`config.mk`:
```
export PLATFORM = sky130hd
export DESIGN_NAME = ring_token_monitor
export DESIGN_NICKNAME = d
export VERILOG_FILES = /design/src/rtl/ring_pkg.sv /design/src/rtl/ring_token_monitor_onehot_encoder.sv /design/src/rtl/ring_token_monitor.sv
export SDC_FILE = /design/constraint.sdc
export NUM_CORES = 1
export LEC_CHECK = 0
export CORE_ASPECT_RATIO = 1.2
export CORE_MARGIN = 4
export CORE_UTILIZATION = 45
export DETAILED_ROUTE_END_ITERATION = 10
export DONT_BUFFER_PORTS = 1
export RECOVER_POWER = 50
export SKIP_LAST_GASP = 1
export SYNTH_ARGS = -nofsm -noshare
export SYNTH_HDL_FRONTEND = slang
export SYNTH_SLANG_ARGS = --single-unit
```
`constraint.sdc`:
```
create_clock -name clk -period 2.2 [get_ports clk]
set_input_delay 0.44 -clock clk [delete_from_list [all_inputs] [get_ports clk]]
set_output_delay 0.44 -clock clk [all_outputs]
set_load 0.02 [all_outputs]
```
`src/rtl/ring_pkg.sv`:
```
// Shared types and helpers for consumers of the one-hot ring select bus.
// Helpers work on a zero-extended vector so any ring width up to RING_MAX_N can use them.
package ring_pkg;

  localparam int unsigned RING_MAX_N = 64;

  typedef enum logic {
    ACQUIRE = 1'b0,
    LOCKED  = 1'b1
  } ring_state_e;

  function automatic logic is_onehot(input logic [RING_MAX_N-1:0] vec);
    return (vec != '0) && ((vec & (vec - RING_MAX_N'(1))) == '0);
  endfunction

  // n is the real ring width; bits at and above n must be zero on entry.
  function automatic logic [RING_MAX_N-1:0] rot_right(input logic [RING_MAX_N-1:0] vec,
                                                      input int unsigned         n);
    logic [RING_MAX_N-1:0] r;
    r        = vec >> 1;
    r[n-1]   = vec[0];
    return r;
  endfunction

endpackage

```
`src/rtl/ring_token_monitor_onehot_encoder.sv`:
```
// Combinational one-hot to binary encoder with a validity flag.
// idx is only meaningful when vec_onehot is high.
module onehot_encoder
  import ring_pkg::*;
#(
  parameter int N = 3
) (
  input  logic [N-1:0]         vec,
  output logic [$clog2(N)-1:0] idx,
  output logic                 vec_onehot
);

  localparam int IDX_W = $clog2(N);

  always_comb begin
    idx = '0;
    for (int i = 0; i < N; i++) begin
      if (vec[i]) idx = idx | IDX_W'(i);
    end
  end

  assign vec_onehot = is_onehot(RING_MAX_N'(vec));

endmodule

```
`src/rtl/ring_token_monitor.sv`:
```
// Watches the one-hot ring select bus: encodes the token position, tracks lock
// on right-rotating advance, counts laps and flags protocol errors.
module ring_token_monitor
  import ring_pkg::*;
#(
  parameter int N     = 3,
  parameter int LAP_W = 8
) (
  input  logic                 clk,
  input  logic                 reset,
  input  logic                 in_valid,
  input  logic [N-1:0]         in_vec,
  input  logic                 clear_err,
  output logic [$clog2(N)-1:0] idx_out,
  output logic                 idx_valid,
  output logic                 locked,
  output logic                 lap_done,
  output logic [LAP_W-1:0]     lap_count,
  output logic                 err_onehot,
  output logic                 err_seq,
  output logic                 err_sticky
);

  localparam int IDX_W = $clog2(N);

  ring_state_e      state_q, state_d;
  logic             have_prev_q, have_prev_d;
  logic [N-1:0]     prev_q, prev_d;
  logic [IDX_W-1:0] idx_q, idx_d;
  logic             idx_valid_q, idx_valid_d;
  logic             lap_done_q, lap_done_d;
  logic [LAP_W-1:0] lap_count_q, lap_count_d;
  logic             err_onehot_q, err_onehot_d;
  logic             err_seq_q, err_seq_d;
  logic             err_sticky_q, err_sticky_d;

  logic [IDX_W-1:0] enc_idx;
  logic             vec_onehot;
  logic [N-1:0]     rot_prev;
  logic             is_succ;

  onehot_encoder #(.N(N)) u_enc (
    .vec        (in_vec),
    .idx        (enc_idx),
    .vec_onehot (vec_onehot)
  );

  assign rot_prev = N'(rot_right(RING_MAX_N'(prev_q), N));
  assign is_succ  = have_prev_q && (in_vec == rot_prev);

  always_comb begin
    state_d      = state_q;
    have_prev_d  = have_prev_q;
    prev_d       = prev_q;
    idx_d        = idx_q;
    idx_valid_d  = 1'b0;
    lap_done_d   = 1'b0;
    lap_count_d  = lap_count_q;
    err_onehot_d = 1'b0;
    err_seq_d    = 1'b0;

    if (in_valid) begin
      if (!vec_onehot) begin
        err_onehot_d = 1'b1;
        have_prev_d  = 1'b0;
        state_d      = ACQUIRE;
      end else begin
        idx_d       = enc_idx;
        idx_valid_d = 1'b1;
        prev_d      = in_vec;
        have_prev_d = 1'b1;
        if (state_q == ACQUIRE) begin
          if (is_succ) state_d = LOCKED;
        end else if (is_succ) begin
          // Token leaving bit 0 wraps to bit N-1: one lap complete.
          if (prev_q[0]) begin
            lap_done_d  = 1'b1;
            lap_count_d = lap_count_q + LAP_W'(1);
          end
        end else begin
          err_seq_d = 1'b1;
          state_d   = ACQUIRE;
        end
      end
    end

    if (err_onehot_d || err_seq_d) err_sticky_d = 1'b1;
    else if (clear_err)            err_sticky_d = 1'b0;
    else                           err_sticky_d = err_sticky_q;
  end

  always_ff @(posedge clk) begin
    if (reset) begin
      state_q      <= ACQUIRE;
      have_prev_q  <= 1'b0;
      prev_q       <= '0;
      idx_q        <= '0;
      idx_valid_q  <= 1'b0;
      lap_done_q   <= 1'b0;
      lap_count_q  <= '0;
      err_onehot_q <= 1'b0;
      err_seq_q    <= 1'b0;
      err_sticky_q <= 1'b0;
    end else begin
      state_q      <= state_d;
      have_prev_q  <= have_prev_d;
      prev_q       <= prev_d;
      idx_q        <= idx_d;
      idx_valid_q  <= idx_valid_d;
      lap_done_q   <= lap_done_d;
      lap_count_q  <= lap_count_d;
      err_onehot_q <= err_onehot_d;
      err_seq_q    <= err_seq_d;
      err_sticky_q <= err_sticky_d;
    end
  end

  assign idx_out    = idx_q;
  assign idx_valid  = idx_valid_q;
  assign locked     = (state_q == LOCKED);
  assign lap_done   = lap_done_q;
  assign lap_count  = lap_count_q;
  assign err_onehot = err_onehot_q;
  assign err_seq    = err_seq_q;
  assign err_sticky = err_sticky_q;

endmodule

```
# Yosys cells after proc, flatten, opt, wreduce, memory -nomap -nowiden
# Index checks and enable logic that the tools add are counted.
dict set report word_totals {
  register_bits 20
  latch_bits 0
  ramBits 0
  mem_bits_ro 0
  inputBits 7
  out_inout_bits 16
  word_cells 42
  n_memories 0
}
dict set report classes {
  n_addsub 2
  n_mul 0
  div 0
  n_lt_le_gt_ge 0
  eq_ne 1
  shifts 0
  mux 14
  bitwise_logic 5
  n_reduce_logical 10
}
# cell n
set ops {}
lappend ops {{$and 3x64->64} 1}
lappend ops {{$logic_not 64->1} 1}
lappend ops {{$mux 1} 13}
lappend ops {{$add 8x1->8 const B} 1}
lappend ops {{$reduce_and 5->1} 1}
lappend ops {{$reduce_or 5->1} 1}
lappend ops {{$not 1->1} 4}
lappend ops {{$sub 3x1->4 const B} 1}
lappend ops {{$eq 3x3->1} 1}
lappend ops {{$reduce_bool 3->1} 1}
lappend ops {{$logic_and 1x1->1} 2}
lappend ops {{$mux 2} 1}
lappend ops {{$reduce_and 2->1} 1}
lappend ops {{$reduce_bool 2->1} 1}
lappend ops {{$reduce_or 2->1} 1}
lappend ops {{$logic_or 1x1->1} 1}

# Logic depth before layout (Yosys ltp)
# Gate-level depths: netlist of run 1.
dict set report depth {
  word_depth 8
  ltp_mapped 6
  depth_no_buf 5
}

# Modules after synthesis
# From an unflattened synthesis of run 1, not the netlist that was laid out.
dict set report unflattened {
  hier_cells 99
  hier_area_um2 864.6
}
# mod n_inst cells_per_inst area_per_inst_um2 seq_area_each_um2
set modules_own_cells {}
lappend modules_own_cells {ring_token_monitor 1 94 828.3 400.4}
lappend modules_own_cells {onehot_encoder 1 5 36.3 0.0}

# Worst setup path after synthesis of run 1
# OpenSTA, ideal clock, no wires.
dict set report synth_path {
  path_type {input port to flip-flop}
  from {in in_vec[1]}
  to {reg lap_count_q[7] (netlist: lap_count[7])}
  setup_ns 0.071
  arrival_time_ns 1.623
  required_ns 2.129
  setup_slack_ns 0.507
  stages 5
  n_path_buf 1
  cell_sequence {o21ai_0 -> o211ai_2 -> buf_6 -> or4_1 -> a21oi_1}
}
dict set report synth_between {
  elab_chain_len 5
  word_cells_on_any_way 8
  cone_classes {1 x add/sub; 1 x eq/ne; 1 x bitwise; 5 x reduce/logical}
}
# element line_no
set synth_rtl {}
lappend synth_rtl {{start: declaration} ring_token_monitor.sv:12} ;# input logic [N-1:0] in_vec,
lappend synth_rtl {{$sub 3x1->4} ring_pkg.sv:13} ;# return (vec != '0) && ((vec & (vec - RING_MAX_N'(1))) == '0);
lappend synth_rtl {{$and 3x64->64} ring_pkg.sv:13}
lappend synth_rtl {{$logic_not 64->1} ring_pkg.sv:13}
lappend synth_rtl {{$logic_and 1x1->1} ring_pkg.sv:13}
lappend synth_rtl {{$reduce_and 5->1 (no source line) (*)} --}
lappend synth_rtl {{end signal: assignment} ring_token_monitor.sv:111} ;# lap_count_q <= lap_count_d;
lappend synth_rtl {{end: declaration} ring_token_monitor.sv:32} ;# logic [LAP_W-1:0] lap_count_q, lap_count_d;
# Every way passes the cells marked *; elsewhere a longest branch is shown, timed or not.
# A chain may end at the register's enable or synchronous reset.

# Worst setup path in the final report of run 1
dict set report layout_path {
  from {in in_vec[1]}
  to {reg state_q (netlist: locked)}
}
dict set report layout_between {
  elab_chain_len 5
  word_cells_on_any_way 9
  cone_classes {1 x add/sub; 1 x eq/ne; 2 x mux; 1 x bitwise; 4 x reduce/logical}
}
# element line_no
set layout_rtl {}
lappend layout_rtl {{$sub 3x1->4} ring_pkg.sv:13}
lappend layout_rtl {{$and 3x64->64} ring_pkg.sv:13}
lappend layout_rtl {{$logic_not 64->1} ring_pkg.sv:13}
lappend layout_rtl {{$logic_and 1x1->1} ring_pkg.sv:13}
lappend layout_rtl {{$mux 1 (*)} ring_token_monitor.sv:63} ;# if (!vec_onehot) begin
lappend layout_rtl {{end signal: assignment} ring_token_monitor.sv:105} ;# state_q <= state_d;
lappend layout_rtl {{end: declaration} ring_token_monitor.sv:26} ;# ring_state_e state_q, state_d;
# Marks and branches as above.

==> parameters.txt, run 1 <==
Parameter                              Value

Clocking
  H-Tree Level Count ... 1
  CTS hold repair buffers ... 0
  CTS Buffer Depth ... 2
  Clock network latency to the later pin of the worst-skew pair ... 0.29 ns
  CTS Buf Count ... 3
  Cell at the root of the clock tree ... clkbuf_4
  Number of sinks handled by clock tree synthesis ... 18
  Clock tree from TritonCTS ... done
  Clock transition at the registers of the reported paths ... 0.10 ns
  Number of buffers inserted by post-CTS setup repair ... 0
  Number of gates resized after CTS ... 0

Finish
  Net total in the final layout ... 104
  Synth-to-Final Area Change ... 3.323%
  # diodes ... 0
  Number of fill cells ... 192
  Layout Cells excl Fill ... 113
  Share of cells above drive strength 1 ... 7.368%

Global route
  Global router's overall resource usage ... 15.11%
  Via count of the first global-routing pass ... 643
  Largest net degree at the start of global routing ... 20
  First-pass GRT wire length ... 2808 um
  Antenna violations before repair ... 0
  Total overflow reported by the global router ... 0

Logic synthesis
  Number of standard cells after synthesis ... 96
  Prevailing post-synth register cell ... dfxtp_1
  Fraction of registers with async set/reset ... 0%
  Synthesized netlist net count ... 104
  Syn Area/Cell ... 8.628 um^2
  Cell variety after synth ... 28
  Yosys warnings ... 0
  Post-synthesis sequential element count ... 18
  Number of flops mapped to enable cells by yosys ... 0
  Cell area after synthesis ... 828.3 um^2
  Proportion of synthesized chip area in sequential cells ... 43.50%

Worst setup path
  Reg-to-reg slack, setup ... 0.43 ns
  Worst r2r src ... lap_count[2]
  Crit path kind ... in2reg
  Startpoint types ... input port
  Data arrival, critical path ... 2.03 ns
  Terminus of the critical flop-to-flop path ... lap_count[7]
  Crit-path max FO ... 19
  Crit end category ... flip-flop
  Data required time at the worst endpoint ... 2.39 ns
  Count of cells along the worst register-to-register path ... 4

Power
  Total Power Consumption ... 580.9 uW
  Power density over the cells ... 678.7 nW/um^2
  Peak supply drop ... 0.0003564 V
  Total leakage power ... 0.2743 nW

STA
  Timing-limited maximum frequency ... 0.5430 GHz
  Min Tclk post-route ... 1.842 ns
  Share of the cycle needed by the critical path after routing ... 83.71%
  Post-route setup TNS ... 0 ns
  Number of hold violations in the final report ... 0
  Final slew viol count ... 0
  Worst rel slew slack ... 20.79%
  Unrepaired setup endpoints after global routing ... false
  Transition at the pin with the smallest max-transition slack ... 1.183 ns
  Number of failing setup endpoints in the final timing report ... 0
  Worst-case hold slack ... 0.2084 ns
  Final worst clock skew ... 0.002949 ns

Floorplan
  Total I/O pin count ... 23
  Floorplan die height ... 55.00 um
  Area of the core region ... 1682 um^2
  Die Outline Area ... 2594 um^2
  Starting Density ... 49.26%
  Cell Rows ... 16
  Die Span X ... 47.17 um

Place
  Count of buffers from port buffering ... 0
  Placed cells ... 109
  Placed wire-length estimate ... 1217 um
  Final Wtd Congestion ... 0.7383

Min path
  Hold Path Stages ... 1
  Worst min-delay path class ... in2reg
  Endpoint of the worst hold-timing path ... prev_q[1]
  Worst Min Path Start ... reset

Run status
  Result of the run ... finished clean

Detailed routing
  Count of nets left with antenna violations after detail routing ... 0
  Pre-Repair DR Iteration Count ... 4
  Mean number of vias per cell ... 6.195
  Per-cell routed wire length ... 14.89 um
  Routed wire length ... 1683 um
  1st-iter DRT viols ... 9
  Via Count ... 700
  Drc violations ... 0

Flow run
  Maximum Capacitance Violations ... 0
[worst max path at each step]
stage / start / end / cells past startpoint
3_3_place_gp: in_vec[1] / lap_count[4] / 4
6_report: in_vec[1] / locked / 5
5_1_grt: in_vec[1] / lap_count[7] / 4
4_1_cts: lap_count[2] / lap_count[7] / 4
3_5_place_dp: in_vec[1] / lap_count[7] / 4
2_1_floorplan: in_vec[1] / lap_count[7] / 5
[per-layer routing]
metal / part of all wire, % / global-route usage, % / routed length (um) / vias up
li1: - / - / - / 346
met1: 41 / 17.32 / 696 / 334
met2: 51 / 24.66 / 865 / 18
met3: 6.7 / 5.502 / 112 / 2
met4: 0.53 / 6.912 / 9 / 0
met5: 0 / 0 / 0 / -
[flip-flops by register name, indices dropped and copies added, names as in the netlist]
| signal | flops |
|---|---|
| lap_count | 8 |
| err_seq | 1 |
| locked | 1 |
| have_prev_q | 1 |
| err_sticky | 1 |
| idx_valid | 1 |
| lap_done | 1 |
| prev_q | 2 |
| idx_out | 1 |
| err_onehot | 1 |
[power breakdown]
part           total [mW]  internal, mW  switching, mW
Clock               0.199         0.101         0.0988
Sequential          0.346         0.333         0.0124
Combinational      0.0356        0.0151         0.0205
Total               0.581         0.449          0.132
[cells by family after synthesis]
family	synth area share, %
AO/OA/AOI/OAI	20.85
XOR/XNOR	5.137
adder cells (fa/ha/maj)	1.510
buffers and inverters	6.343
flip-flops	43.51
AND/OR/NAND/NOR	22.66
[per-stage QoR]
step / setup WS [ns] / instance area [um^2] / utilization (%)
finish: 0.3584 / 855.8 / 50.89
global route: 0.1662 / 855.8 / 50.89
CTS: 0.4278 / 860.8 / 51.19
detailed placement: 0.2646 / 824.5 / 49.03
global placement: 0.3332 / 824.5 / 49.03
floorplan: 0.5066 / 828.3 / -
[cells in the mapped netlist, drive strengths merged (3+ instances only)]
master  instances  area share [%]
dfxtp          18              44
a21oi          11             6.6
nand2          10             4.5
nor2            7             3.2
o21ai           5             3.0
buf             4             3.6
nand3           4             2.4
o31ai           4             3.6
or4             4             3.6
clkbuf          3             1.4
inv             3             1.4
or3             3             2.3
xnor2           3             3.2
[worst max-delay path: stages]
cell and delay (ns):
xor2_2 0.17, o211ai_1 0.93, buf_4 0.28, a2bb2oi_1 0.16, nor2_1 0.05
[placed cells by master (no fill, tap or decap), types with 2 or more instances in the layout]
cell type	Yosys	final
a21oi_1	11	11
o21ai_0	5	5
nand3_1	4	4
o41ai_1	2	2
xnor2_1	3	3
or3_1	3	3
nand2_1	10	10
dfxtp_1	18	18
buf_4	2	2
nand4_1	2	2
nor3_1	2	2
o31ai_1	4	4
or4b_1	2	2
inv_1	3	3
clkbuf_4	0	3
nor2_1	7	7
or4_1	4	4
[area by class of cell]
class	instances	area (um^2)	share of cell area, %
multi-input cells	68	410.4	47.95
repair buffers	2	15.01	1.754
flip-flops and latches	18	360.3	42.11
inverters	3	11.26	1.316
well taps	18	22.52	2.632
clock buffers	4	36.28	4.240
Power figures use the tool's default switching activity.
==> run 2: changes to the inputs <==
Clock period 2.2 ns to 1.8 ns, I/O delays scaled along.
==> parameters.txt, run 2 (synthesized netlist as in run 1, its figures left out) <==
Parameter                              Value

Clocking
  Clock transition at the registers of the reported paths ... 0.10 ns (about the same)
  Number of sinks handled by clock tree synthesis ... 18 (unchanged)
  CTS Buf Count ... 3 (unchanged)
  Number of gates resized after CTS ... 0 (unchanged)
  Clock network latency to the later pin of the worst-skew pair ... 0.29 ns (about the same)
  CTS Buffer Depth ... 2 (unchanged)
  Cell at the root of the clock tree ... clkbuf_4
  Clock tree from TritonCTS ... done
  H-Tree Level Count ... 1 (unchanged)
  CTS hold repair buffers ... 0 (unchanged)
  Number of buffers inserted by post-CTS setup repair ... 0 (unchanged)

STA
  Post-route setup TNS ... 0 ns (unchanged)
  Share of the cycle needed by the critical path after routing ... 87.61%
  Worst-case hold slack ... 0.1213 ns (-0.08715 ns)
  Number of failing setup endpoints in the final timing report ... 0 (unchanged)
  Min Tclk post-route ... 1.577 ns
  Number of hold violations in the final report ... 0 (unchanged)
  Unrepaired setup endpoints after global routing ... false
  Timing-limited maximum frequency ... 0.6341 GHz
  Final worst clock skew ... 0.001102 ns (-0.001847 ns)
  Final slew viol count ... 0 (unchanged)
  Transition at the pin with the smallest max-transition slack ... 0.5305 ns (-0.6524 ns)
  Worst rel slew slack ... 64.53% (+44 points)

Power
  Clock power frac ... 34.0% (-0.3 points)
  Net switching power ... 163.1 uW (+24%)
  Power density over the cells ... 771.4 nW/um^2 (+14%)
  Total leakage power ... 0.3232 nW (+18%)
  Sw Share ... 22.68% (about the same)
  Peak supply drop ... 0.0004022 V (+13%)
  Power Internal ... 556.0 uW (+24%)
  Relative contribution of sequential cells to total power ... 58.2% (-1.3 points)
  Total Power Consumption ... 719.1 uW (+24%)
  Fraction of power consumed by combinational cells ... 7.8% (+1.7 points)

Floorplan
  Total I/O pin count ... 23 (unchanged)
  Die Span X ... 47.17 um (unchanged)
  Die Outline Area ... 2594 um^2 (unchanged)
  Floorplan die height ... 55.00 um (unchanged)
  Cell Rows ... 16 (unchanged)
  Area of the core region ... 1682 um^2 (unchanged)
  Starting Density ... 49.26% (unchanged)

Global route
  Global router's overall resource usage ... 14.48% (-0.63 points)
  First-pass GRT wire length ... 2684 um (-4.4%)
  Via count of the first global-routing pass ... 688 (+7.0%)
  Largest net degree at the start of global routing ... 19 (-5.0%)
  Antenna violations before repair ... 0 (unchanged)
  Total overflow reported by the global router ... 0 (unchanged)

Finish
  Utilization after layout ... 55.43% (+4.5 points)
  Final design area excluding fillers ... 932.1 um^2 (+8.9%)
  Number of fill cells ... 175 (-8.9%)
  FF/Latch Area ... 360.3 um^2 (unchanged)
  Net total in the final layout ... 117 (+13%)
  Share of cells above drive strength 1 ... 13.89% (+6.5 points)
  Most frequent cells in the layout ... 18 x dfxtp_1, 11 x a21oi_1, 10 x nand2_1, 10 x buf_4, 7 x nor2_1
  # diodes ... 0 (unchanged)
  Max reg flops ... 8 (unchanged)
  Most common library cell in the layout ignoring fill and taps ... dfxtp_1
  Area of the multi-input gates ... 407.9 um^2 (-0.61%)
  Synth-to-Final Area Change ... 12.54%

Detailed routing
  Per-cell routed wire length ... 13.37 um (-10%)
  Drc violations ... 0 (unchanged)
  Mean number of vias per cell ... 5.778 (-6.7%)
  Routed wire length ... 1684 um (about the same)
  Count of nets left with antenna violations after detail routing ... 0 (unchanged)
  Via Count ... 728 (+4.0%)
  Pre-Repair DR Iteration Count ... 4 (unchanged)
  1st-iter DRT viols ... 6 (-3)

Place
  Placed inst area ... 922.1 um^2 (+12%)
  Placed wire-length estimate ... 1261 um (+3.6%)
  Final Wtd Congestion ... 0.7690 (+4.2%)
  Count of buffers from port buffering ... 0 (unchanged)

Worst setup path
  Reg-to-reg slack, setup ... 0.22 ns (-0.21 ns)
  Worst r2r src ... lap_count[0]
  Data arrival, critical path ... 1.81 ns (-0.22 ns)
  Count of cells along the worst register-to-register path ... 4 (unchanged)
  Terminus of the critical flop-to-flop path ... lap_count[7]
  Crit-path max FO ... 6 (-13)
  Startpoint types ... flip-flop
  Data required time at the worst endpoint ... 2.03 ns (-0.36 ns)
  Crit path kind ... reg2reg
  Crit end category ... flip-flop

Run status
  Result of the run ... finished clean

Min path
  Endpoint of the worst hold-timing path ... err_sticky
  Hold Path Stages ... 1 (unchanged)
  Worst Min Path Start ... reset
  Worst min-delay path class ... in2reg

Flow run
  Maximum Capacitance Violations ... 0 (unchanged)
## run 2: stage by stage
stage               std cells  worst slack, ns
global placement          122           0.1428
finish                    126           0.2230
global route              126           0.1115
CTS                       126           0.2107
detailed placement        122          0.08814
floorplan                  96           0.1866
## run 2: cell type report
type	instances	share of cell area (%)
clock buffers	4	3.893
inverters	3	1.208
multi-input cells	68	43.76
flip-flops and latches	18	38.66
well taps	18	2.416
repair buffers	15	10.07
## run 2: how the worst max path moves through the flow
| stage | slack, ns | end | startpoint | depth (start not counted) |
|---|---|---|---|---|
| finish | 0.22 | lap_count[7] | lap_count[0] | 4 |
| global route | 0.11 | lap_count[7] | lap_count[0] | 4 |
| CTS | 0.21 | lap_count[7] | lap_count[0] | 4 |
| detailed placement | 0.09 | lap_count[7] | in_vec[1] | 5 |
| global placement | 0.14 | lap_count[7] | in_vec[1] | 5 |
| floorplan | 0.19 | lap_count[7] | in_vec[1] | 5 |
## run 2: layer usage
layer / vias up / part of all wire [%] / GRT usage, %
met3: 5 / 6.6 / 3.883
met4: 0 / 1.9 / 8.295
met2: 17 / 49 / 24.21
li1: 373 / - / -
met5: - / 0 / 0
met1: 333 / 43 / 16.24
## run 2: worst max-delay path, cell delays in order, from the launching register on
cell	delay, ns
dfxtp_1	0.43
nand2_1	0.11
or3_1	0.41
or4_1	0.41
a21oi_1	0.16
## run 2: power by group through the flow
stage                     Clock, mW  Sequential, mW  Combinational (mW)
after floorplan                   0           0.427              0.0507
after global placement            0           0.428              0.0580
after detailed placement          0           0.427              0.0588
after CTS                     0.250           0.418              0.0590
after global routing          0.266           0.420              0.0634
final                         0.245           0.418              0.0560
